===== src/rtl/fp_normalize_round.sv =====
// fp_normalize_round: normalizes a 29-bit extended mantissa one bit per cycle,
// rounds to nearest-even on the guard/round/sticky bits, and packs an IEEE-754
// single-precision word, flagging overflow (to infinity) and underflow (to zero).
// Latency from the sampling edge to done: 3+k (k shifts), 2 for zero, 2+k on shift underflow.
// Backpressure: start is sampled only in IDLE; done is held until start drops.
//
// Ports:
//   i_clk, i_reset       clock, synchronous active-high reset
//   i_start              level request, sampled in IDLE only
//   i_mant_in[28:0]      [28:27] headroom, [26] hidden one, [25:3] fraction, [2:0] G/R/S
//   i_exp_in[7:0]        biased exponent of bit 26
//   i_sign_in            result sign
//   o_result[31:0]       packed {sign, exp, frac}
//   o_done               result valid
//   o_overflow           saturated to infinity
//   o_underflow          nonzero value flushed to signed zero
module fp_normalize_round #(
  parameter int EXP_W = 10
) (
  input  logic        i_clk,
  input  logic        i_reset,
  input  logic        i_start,
  input  logic [28:0] i_mant_in,
  input  logic [7:0]  i_exp_in,
  input  logic        i_sign_in,
  output logic [31:0] o_result,
  output logic        o_done,
  output logic        o_overflow,
  output logic        o_underflow
);

  localparam logic [2:0] IDLE    = 3'd0;
  localparam logic [2:0] CHECK   = 3'd1;
  localparam logic [2:0] SHIFT_R = 3'd2;
  localparam logic [2:0] SHIFT_L = 3'd3;
  localparam logic [2:0] ROUND   = 3'd4;
  localparam logic [2:0] DONE    = 3'd5;

  localparam logic signed [EXP_W-1:0] EXP_ZERO = '0;
  localparam logic signed [EXP_W-1:0] EXP_ONE  = EXP_W'(1);
  localparam logic signed [EXP_W-1:0] EXP_MAX  = EXP_W'(255);

  logic [2:0]              r_state;
  logic [28:0]             r_mant;
  logic signed [EXP_W-1:0] r_exp;
  logic                    r_sign;

  logic [28:0]             w_mant_r;
  logic [28:0]             w_mant_l;
  logic signed [EXP_W-1:0] w_exp_inc;
  logic signed [EXP_W-1:0] w_exp_dec;
  logic                    w_inc;
  logic [24:0]             w_m25;
  logic signed [EXP_W-1:0] w_exp_rnd;
  logic [22:0]             w_frac;
  logic                    w_unused_hidden;

  // Right shift folds the bit falling off the bottom into the sticky position.
  assign w_mant_r  = {1'b0, r_mant[28:2], r_mant[1] | r_mant[0]};
  assign w_mant_l  = {r_mant[27:0], 1'b0};
  assign w_exp_inc = r_exp + EXP_ONE;
  assign w_exp_dec = r_exp - EXP_ONE;

  // Round to nearest-even: up when above halfway, or exactly halfway with odd LSB.
  assign w_inc     = r_mant[2] & (r_mant[1] | r_mant[0] | r_mant[3]);
  assign w_m25     = {1'b0, r_mant[26:3]} + {24'd0, w_inc};
  // A carry out of the significand means it became exactly 2.0: fraction is zero.
  assign w_exp_rnd = w_m25[24] ? w_exp_inc : r_exp;
  assign w_frac    = w_m25[24] ? 23'd0 : w_m25[22:0];
  // The hidden one is implied in the packed format.
  assign w_unused_hidden = w_m25[23];

  always_ff @(posedge i_clk) begin
    if (i_reset) begin
      r_state     <= IDLE;
      r_mant      <= '0;
      r_exp       <= '0;
      r_sign      <= 1'b0;
      o_result    <= '0;
      o_done      <= 1'b0;
      o_overflow  <= 1'b0;
      o_underflow <= 1'b0;
    end else begin
      case (r_state)
        IDLE: begin
          o_done <= 1'b0;
          if (i_start) begin
            r_mant      <= i_mant_in;
            r_exp       <= {{(EXP_W-8){1'b0}}, i_exp_in};
            r_sign      <= i_sign_in;
            o_overflow  <= 1'b0;
            o_underflow <= 1'b0;
            r_state     <= CHECK;
          end
        end
        CHECK: begin
          if (r_mant == 29'd0) begin
            o_result <= {r_sign, 31'd0};
            o_done   <= 1'b1;
            r_state  <= DONE;
          end else if (r_mant[28:27] != 2'b00) begin
            r_state <= SHIFT_R;
          end else if (!r_mant[26]) begin
            r_state <= SHIFT_L;
          end else begin
            r_state <= ROUND;
          end
        end
        SHIFT_R: begin
          r_mant <= w_mant_r;
          r_exp  <= w_exp_inc;
          // Post-shift headroom is clear once the old top bit was zero.
          if (!r_mant[28]) r_state <= ROUND;
        end
        SHIFT_L: begin
          r_mant <= w_mant_l;
          r_exp  <= w_exp_dec;
          // Exponent exhaustion wins over reaching the hidden-one position.
          if (w_exp_dec <= EXP_ZERO) begin
            o_underflow <= 1'b1;
            o_result    <= {r_sign, 31'd0};
            o_done      <= 1'b1;
            r_state     <= DONE;
          end else if (r_mant[25]) begin
            r_state <= ROUND;
          end
        end
        ROUND: begin
          r_exp <= w_exp_rnd;
          if (w_exp_rnd >= EXP_MAX) begin
            o_overflow <= 1'b1;
            o_result   <= {r_sign, 8'hFF, 23'd0};
          end else if (w_exp_rnd <= EXP_ZERO) begin
            o_underflow <= 1'b1;
            o_result    <= {r_sign, 31'd0};
          end else begin
            o_result <= {r_sign, w_exp_rnd[7:0], w_frac};
          end
          o_done  <= 1'b1;
          r_state <= DONE;
        end
        DONE: begin
          if (!i_start) begin
            o_done  <= 1'b0;
            r_state <= IDLE;
          end
        end
        default: r_state <= IDLE;
      endcase
    end
  end

endmodule

===== config.mk =====
export PLATFORM = sky130hd
export DESIGN_NAME = fp_normalize_round
export DESIGN_NICKNAME = d
export VERILOG_FILES = /design/src/rtl/fp_normalize_round.sv
export SDC_FILE = /design/constraint.sdc
export NUM_CORES = 1
export LEC_CHECK = 0
export ABC_CLOCK_PERIOD_IN_PS = 3150
export BUFFER_PORTS_ARGS = -buffer_cell sky130_fd_sc_hd__buf_2
export CAP_MARGIN = 30
export CORE_ASPECT_RATIO = 0.6
export CORE_MARGIN = 1.5
export CORE_UTILIZATION = 58
export DETAILED_ROUTE_END_ITERATION = 10
export PLACE_DENSITY = 0.81
export SKIP_LAST_GASP = 1
export SYNTH_ARGS = -nofsm -noshare
export SYNTH_HDL_FRONTEND = slang
export SYNTH_SLANG_ARGS = --single-unit

===== constraint.sdc =====
create_clock -name i_clk -period 3.15 [get_ports i_clk]
set_input_delay 0.63 -clock i_clk [delete_from_list [all_inputs] [get_ports i_clk]]
set_output_delay 0.63 -clock i_clk [all_outputs]
set_load 0.03 [all_outputs]

* Word-level counts from Yosys, hierarchy flattened
Cells that the tools add are included.
** Cells by class
- Add/subtract/negate cells :: 3
- Magnitude comparators :: 3
- Eq/ne operators :: 14
- Muxes and demuxes :: 30
- Bitwise operators :: 3
- Reductions and logical operators :: 17
** Operator list (count)
- 32-bit one-hot mux with 3 select lines :: 1
- 29-bit one-hot mux with 3 select lines :: 1
- 32-bit 2-to-1 mux :: 2
- 31-bit 2-to-1 mux :: 2
- 10-bit one-hot mux with 4 select lines :: 1
- 29-bit zero test :: 1
- 29-bit 2-to-1 mux :: 1
- 24-bit by 1-bit adder with 25-bit output :: 1
- 3-bit 2-to-1 mux :: 8
- 23-bit 2-to-1 mux :: 1
- 10-bit by 1-bit less-or-equal comparator with 1-bit output (second input constant) :: 2
- 10-bit 2-to-1 mux :: 2
- 3-bit one-hot mux with 6 select lines :: 1
- 2-bit != test (second input constant) :: 8
- 10-bit by 2-bit adder with 10-bit output (second input constant) :: 1
- 10-bit by 9-bit >= comparator with 1-bit output (second input constant) :: 1
- 10-bit by 2-bit subtractor with 10-bit output (second input constant) :: 1
- 3-bit nonzero test :: 3
- 4-bit AND reduction :: 2
- 1-bit 2-to-1 mux :: 7
- 3-bit by 2-bit == test with 1-bit output (second input constant) :: 2
- 3-bit == test (second input constant) :: 2
- 2-bit AND reduction :: 3
- 3-bit AND reduction :: 2
- other kinds (12) :: 14
** Storage, ports and cells
- Register bits :: 78

* Depth between registers and ports, before layout
Gate-level depths: netlist of the first run.
- Word-level depth :: 9
- Gate-level depth with buffers :: 11

* Worst setup path before layout of the first run
OpenSTA, ideal clock, no wires.
- Path type :: register -> register
- Start point :: register r_mant[3]
- End point :: register o_result[3]
- Setup time :: 0.068 ns
- Arrival time :: 2.590 ns
- Data required time :: 3.082 ns
- Path slack :: 0.492 ns
- Stages on the path, launching flop included :: 10
- Path buffers :: 1
- Clock period less this slack :: 2.658 ns
- Path through :: dfxtp_1 and2_1 ha_1 nand3_4 nor4_4 nand2_4 o31a_1 or4b_4 buf_6 o2bb2ai_4
** Between the ends
- Longest elaborated chain between the ends :: 8
** Ends and longest elaborated chain
- from (decl) :: line 44 : logic [28:0] r_mant;
- from (signal assigned) :: line 88 : r_mant <= i_mant_in;
- from (signal assigned) :: line 110 : r_mant <= w_mant_r;
- from (signal assigned) :: line 116 : r_mant <= w_mant_l;
- 1-bit bitwise OR :: line 65 : assign w_inc = r_mant[2] & (r_mant[1] | r_mant[0] | r_mant[3]);
- 1-bit bitwise AND :: line 65
- 24-bit by 1-bit adder with 25-bit output :: line 66 : assign w_m25 = {1'b0, r_mant[26:3]} + {24'd0, w_inc};
- 10-bit 2-to-1 mux :: line 68 : assign w_exp_rnd = w_m25[24] ? w_exp_inc : r_exp;
- 10-bit by 1-bit less-or-equal comparator with 1-bit output :: line 133 : end else if (w_exp_rnd <= EXP_ZERO) begin
- 31-bit 2-to-1 mux :: line 133
- 31-bit 2-to-1 mux :: line 130 : if (w_exp_rnd >= EXP_MAX) begin
- 32-bit one-hot mux with 3 select lines :: line 84 : case (r_state)
- to (signal assigned) :: line 132 : o_result <= {r_sign, 8'hFF, 23'd0};
- to (signal assigned) :: line 135 : o_result <= {r_sign, 31'd0};
- to (signal assigned) :: line 137 : o_result <= {r_sign, w_exp_rnd[7:0], w_frac};
- to (decl) :: line 26 : output logic [31:0] o_result,
Parallel ways exist; a longest one is shown, timed or not.
A chain may end at the register's enable or synchronous reset.

* Final worst setup path of the first run
- Start point :: register r_mant[2]
- End point :: register o_result[9]
** Between the ends
- Longest elaborated chain between the ends :: 7
** Ends and longest elaborated chain (line)
- 1-bit bitwise AND :: 65
- 24-bit by 1-bit adder with 25-bit output :: 66
- 10-bit 2-to-1 mux :: 68
- 10-bit by 1-bit less-or-equal comparator with 1-bit output :: 133
- 31-bit 2-to-1 mux :: 133
- 31-bit 2-to-1 mux :: 130
- 32-bit one-hot mux with 3 select lines :: 84
Parallel ways exist; a longest one is shown, timed or not.

==> results of run 1 <==
## area by class of cell
type,count,area [um^2],area share
Multi-Input combinational cell,492,3190,0.541
Inverter,9,33.8,0.00573
Sequential cell,78,1560,0.265
Timing Repair Buffer,109,647,0.110
Clock inverter,4,70.1,0.0119
Tap cell,112,140,0.0238
Clock buffer,11,253,0.0429
## kinds of logic after synthesis
family          count (synthesis)  synth area share
flops                          78             0.310
simple gates                  240             0.231
mux                            31            0.0616
fa+ha+maj                       4           0.00994
compound gates                182             0.267
xor+xnor                       35            0.0609
buf+inv                        74            0.0601
## synth_stat cells, drive strengths merged (2+ instances only)
master	count
nand2	94
dfxtp	78
nor2	54
a21oi	52
clkbuf	42
mux2i	31
o211ai	30
buf	23
o21ai	23
xor2	20
nand3	19
xnor2	15
nand4	13
nor4	13
o2bb2ai	13
a32o	12
nor3	12
inv	9
a22o	8
or3	7
and3	6
nand2b	6
a2111oi	5
o31ai	5
a211oi	4
a31oi	4
and2	4
ha	4
or2	4
a221oi	3
o22ai	3
a21o	2
a311o	2
a311oi	2
nor3b	2
o21a	2
## per-layer routing
metal	vias to the layer above	track usage
li1	2451	-
met1	2407	0.513
met2	366	0.475
met3	36	0.120
met4	0	0.0690
met5	-	0
## power groups by stage
stage	sequential, uW	combinational (uW)	clock, uW
global route	1730	3280	1180
finish	1700	3050	1140
global placement	1670	2850	0
detailed placement	1690	2930	0
floorplan	1520	2240	0
CTS	1670	2960	1140
## through the flow
| stage | setup slack [ns] | hold slack (ns) |
|---|---|---|
| after floorplan | 0.492 | 0.436 |
| after global placement | 0.244 | 0.446 |
| after detailed placement | 0.293 | 0.455 |
| after CTS | 0.258 | 0.471 |
| after global routing | 0.139 | 0.483 |
| final | 0.245 | 0.467 |
## critical path, delay by kind of cell, from the launching register on
family          cells  cell delay (ns)
simple gates        5             1.57
compound gates      2             0.58
flops               1             0.45
fa+ha+maj           1             0.24
## state kept, by name, indices dropped and copies added (netlist names)
| signal | count |
|---|---|
| r_sign | 1 |
| o_underflow | 1 |
| o_done | 1 |
| o_result | 32 |
| r_mant | 29 |
| r_state | 3 |
| o_overflow | 1 |
| r_exp | 10 |
## worst paths after layout
kind	endpoint	slack [ns]	depth (start not counted)
setup / recovery	o_result[9]	0.24	8
hold / removal	o_result[16]	0.47	1
setup reg to reg	o_result[9]	0.24	8
hold reg to reg	o_result[16]	0.47	1
==> impl_metrics.tcl, run 1 <==
set metrics [dict create \
    fin_crit_ns 2.91 \
    synth_area_um2 5040 \
    fin_cells 815 \
    finalPower_uw 5890 \
    required_ns 3.42 \
    wl_met1_um 7060 \
    yosys_most_used_dff "dfxtp_1" \
    drive_gt1_frac 0.219 \
    route.met2.wl_um 6320 \
    cp-startpoint "r_mant[2]" \
    cp-end-kind "register" \
    hold_class "reg -> reg" \
    ant_nets 0 \
    synth_top_cell_area_share 0.310 \
    most-common-layout-cells "nand2_1, dfxtp_1, buf_2" \
    powerDensity_nw_per_um2 998 \
    fin_crit_sh 0.922 \
    p_seq_frac 0.288 \
    cp-start-kind "register" \
    min_from "o_result[16]" \
    synth.area.top_cells "dfxtp_1, nand2_1, mux2i_1, a21oi_1, o211ai_1" \
    synth_edf_count 0 \
    pin_count 76 \
    yosysWarnings 0 \
    grt_max_degree 44 \
    switchingPower_uw 2770 \
    max-slew-margin-rel 0.384 \
    drv_cap 0 \
    first_pass_iters 6 \
    fmaxAchievable_mhz 344 \
    n_fill_cell 701 \
    insertion_delay_ns 0.34 \
    cts_resized 0 \
    worstPathArrival_ns 3.18 \
    dp_cells 800 \
    cts_tree "built" \
    utilization 0.697 \
    route.final.wire_length_um 15800 \
    post_dp_cell_area_um2 5570 \
    grt_pass1_wl_um 24300 \
    drv_slew 0 \
    rows 26 \
    initial_core_util 0.596 \
    die_w_um 123 \
    die_y_um 75.2 \
    yosysSeqAreaShare 0.310 \
    cts-buffers-inserted 9 \
    route.met3.wl_um 2180 \
    synth-async-reset-ratio 0 \
    cts_root_buf "clkbuf_16" \
    internal-power_uw 3120 \
    ys_ff_latch 78 \
    worst_pin_slew_ns 0.924 \
    coreArea_um2 8460 \
    r2r_start "r_mant[2]" \
    critical_path_class "reg -> reg" \
    antenna_cells 0 \
    p_leak_uw 0.00229 \
    first_iter_violations 766 \
    fin_skew_ns 0.00690 \
    hpwl_um 11100 \
    cts_sinks 78 \
    synthCells 644 \
    postCtsHoldBufs 0 \
    cts_setup_buffers 0 \
    crit_chain "and2_1 -> ha_1 -> nand3_4 -> nor4_4 -> nand2_4 -> o31a_1 -> or4b_4 -> o2bb2ai_2" \
    antenna_found_initial 0 \
    ir_drop_mv 0.654 \
    grt_setup_unrepaired "false" \
    final_common_cell "nand2_1" \
    path_clk_slew_ns 0.06 \
    synth_top_cell_by_area "dfxtp_1" \
    fin_area_um2 5900 \
    clkPwrFrac 0.194 \
    vias 5260 \
    cts.path.max_buffers 2 \
    worstPathMaxFanout 12 \
    grt_overflow 0 \
    crit_path_top_delay_cell "or4b_4" \
    tns_ns 0 \
    synth_cell_type_count 66 \
    final_nets 744 \
    syn_area_per_cell_um2 7.82 \
    globalplace.congestion 0.975 \
    routedWlPerCell_um 19.3 \
    setup_viol 0 \
    drc 0 \
    outcome "completed" \
    syn_nets 689 \
    grt_use_total 0.345 \
    cpPeakStageDelay_ns 0.68 \
    portBuffers 75 \
    p_comb_frac 0.518 \
    syn_to_final_growth_pct 17.1 \
    h-tree-depth 3 \
    first_global_vias 4605 \
    highest_layer "met4" \
    hold_viol_final 0 \
    die_area_um2 9270 \
    swShare 0.470 \
    vias_per_cell 6.45 \
]
No activity file was read; power rests on OpenSTA's default activity.
==> run 2: changes to the inputs <==
Settings changed: ABC_AREA set to 1.
==> run 2 against run 1 <==
  * Count of clock-buffer cells in the layout decreased by 1
  * Sequential share of layout area increased by 0.61 points
  * Routed wire length increased by 2.9%
  * Global-route usage increased by 0.60 points
  * Highest routed layer unchanged
==> impl_metrics.tcl, run 2 <==
set metrics [dict create \
    outcome "completed" \
    fin_skew_ns 0.00758 \
    internal-power_uw 2880 \
    final_common_cell "nand2_1" \
    first_iter_violations 737 \
    cts_root_buf "clkbuf_16" \
    synthTopCellsByCount "nand2_1, a21oi_1, inv_1" \
    hold_class "reg -> reg" \
    initial_core_util 0.594 \
    syn_to_final_growth_pct 14.7 \
    synth_top_cell_by_area "dfxtp_1" \
    p_seq_frac 0.280 \
    max-slew-margin-rel 0.356 \
    synth_area_um2 5020 \
    finalPower_uw 5770 \
    grt_use_total 0.351 \
    cts_resized 0 \
    grt_overflow 0 \
    grt_pass1_wl_um 24300 \
    drive_gt1_frac 0.195 \
    synth_top_cell_area_share 0.311 \
    antenna_cells 0 \
    synth-async-reset-ratio 0 \
    grt_use_met2 0.430 \
    clkPwrFrac 0.199 \
    hold_viol_final 0 \
    first_pass_iters 6 \
    die_w_um 123 \
    cts_tree "built" \
    yosysSeqAreaShare 0.311 \
    r2r_start "r_mant[2]" \
    postCtsHoldBufs 0 \
    most-common-layout-cells "nand2_1, a21oi_1, inv_1" \
    portBuffers 75 \
    critical-path-top-delay-family "simple AND/OR/NAND/NOR gates" \
    synthCells 762 \
    cp-start-kind "register" \
    ant_nets 0 \
    powerDensity_nw_per_um2 1000 \
    r2r-end "o_result[25]" \
    cts-buffers-inserted 9 \
    tns_ns 0 \
    required_ns 3.39 \
    antenna_found_initial 0 \
    drc 0 \
    route.final.wire_length_um 16200 \
    yosys_most_used_dff "dfxtp_1" \
    die_y_um 75.1 \
    synth_edf_count 0 \
    fin_crit_sh 0.922 \
    die_area_um2 9240 \
    worstPathMaxFanout 24 \
    crit_path_top_delay_cell "dfxtp_1" \
    worstPathArrival_ns 3.15 \
    cts.path.max_buffers 2 \
    critical_path_class "reg -> reg" \
    largest_register_ffs 32 \
    grt_setup_unrepaired "false" \
    cts_sinks 78 \
    cp-startpoint "r_mant[2]" \
    syn_nets 807 \
    reg2regPathDepth 18 \
    setup_viol 0 \
    cpPeakStageDelay_ns 0.36 \
    switchingPower_uw 2890 \
    insertion_delay_ns 0.34 \
    yosysWarnings 0 \
    top_register "o_result" \
    worst_pin_slew_ns 0.956 \
    synth_cell_type_count 38 \
    first_global_vias 4442 \
    reg_top3 "o_result (32), r_mant (29), r_exp (10)" \
    crit_chain "nand2_1 -> inv_1 -> ha_1 -> nand3_1 -> inv_2 -> nand3_4 -> nor2_2 -> nand2_2 -> nand2_1 -> nand2_1 -> nor2_1 -> nand3_2 -> nand2_4 -> inv_2 -> nand2_1 -> nand3_1 -> nand2_1 -> inv_1" \
    drv_slew 0 \
    swShare 0.501 \
    cp-endpoint "o_result[25]" \
    vias 5509 \
    routedWlPerCell_um 17.3 \
    cp-end-kind "register" \
    min_from "o_result[9]" \
    ir_drop_mv 0.587 \
    fin_crit_ns 2.91 \
    cts_setup_buffers 0 \
    final_nets 865 \
    ys_ff_latch 78 \
    hpwl_um 11900 \
    globalplace.congestion 1.04 \
    grtUsageMet3 0.127 \
    cp.depth 18 \
    rows 26 \
    p_comb_frac 0.520 \
    utilization 0.681 \
    use_met1 0.561 \
    busiest_layer "met1" \
    p_leak_uw 0.00258 \
    path_clk_slew_ns 0.06 \
    coreArea_um2 8460 \
    h-tree-depth 3 \
    synth.area.top_cells "dfxtp_1, nand2_1, a21oi_1, inv_1, nand3_1" \
    synth_most_common_cell "nand2_1" \
    fmaxAchievable_mhz 344 \
    syn_area_per_cell_um2 6.59 \
    worst-path-buf-inv 4 \
    dp_cells 921 \
    fin_cells 936 \
    critPathMostFrequentCell "nand2_1" \
    drv_cap 0 \
    vias_per_cell 5.89 \
    pin_count 76 \
    fin_hold_ws_ns 0.460 \
    worst-r2r-setup-slack_ns 0.24 \
    grt_max_degree 47 \
]
[run 2: cell types whose count changed after synthesis, sizes merged, moves of 24 or more]
cell / change
a21oi: +39
inv: +83
mux2i: -31
nand2: +61
nand3: +47
nor2: +29
o211ai: -24
o21ai: +28
o22ai: +24
[run 2: per-layer routing]
layer	up-vias	wire length (um)	part of all wire
met5	-	0	0
met4	0	102	0.0063
met3	14	2390	0.15
met2	353	5890	0.36
met1	2488	7830	0.48
li1	2654	-	-
[run 2: power by group through the flow]
| stage | registers (uW) | clock network, uW | logic [uW] |
|---|---|---|---|
| after floorplan | 1620 | 0 | 2070 |
| after global placement | 1600 | 0 | 2810 |
| after detailed placement | 1610 | 0 | 2860 |
| after CTS | 1600 | 1160 | 2880 |
| after global routing | 1650 | 1190 | 3260 |
| final | 1620 | 1150 | 3000 |
[run 2: cell type report]
type | instances | area (um^2)
multi-input cells | 550 | 2920
clock buffers | 10 | 239
inverters | 95 | 359
clock inverters | 5 | 82.6
well taps | 112 | 140
repair buffers | 86 | 458
fillers | 754 | 2700
flip-flops and latches | 78 | 1560
[run 2: worst min path at each step]
stage / end / slack [ns] / depth (start not counted)
after floorplan: r_sign / 0.44 / 2
after global placement: o_result[31] / 0.43 / 2
after detailed placement: o_result[31] / 0.45 / 2
after CTS: o_result[31] / 0.46 / 2
after global routing: o_result[3] / 0.49 / 2
final: o_result[9] / 0.46 / 2
[run 2: logic make-up (layout without fill, tap and decap cells)]
family	count (synthesis)	after routing	synth area share
AND/OR/NAND/NOR	330	330	0.318
AO/OA/AOI/OAI	194	194	0.214
buffers and inverters	134	196	0.110
flip-flops	78	78	0.311
XOR/XNOR	22	22	0.0384
adder cells (fa/ha/maj)	4	4	0.00997
[run 2: worst register-to-register path, stage by stage (launching register included)]
cell,delay [ns]
dfxtp_1,0.36
nand2_1,0.13
inv_1,0.08
ha_1,0.17
nand3_1,0.16
inv_2,0.14
nand3_4,0.12
nor2_2,0.17
nand2_2,0.18
nand2_1,0.10
nand2_1,0.13
nor2_1,0.21
nand3_2,0.14
nand2_4,0.31
inv_2,0.14
nand2_1,0.10
nand3_1,0.07
nand2_1,0.06
inv_1,0.04
[run 2: metrics by stage]
step	cell area, um^2	setup WS, ns
2_1_floorplan	5020	0.997
3_3_place_gp	5440	0.401
3_5_place_dp	5440	0.343
4_1_cts	5760	0.317
5_1_grt	5760	0.0195
6_report	5760	0.244
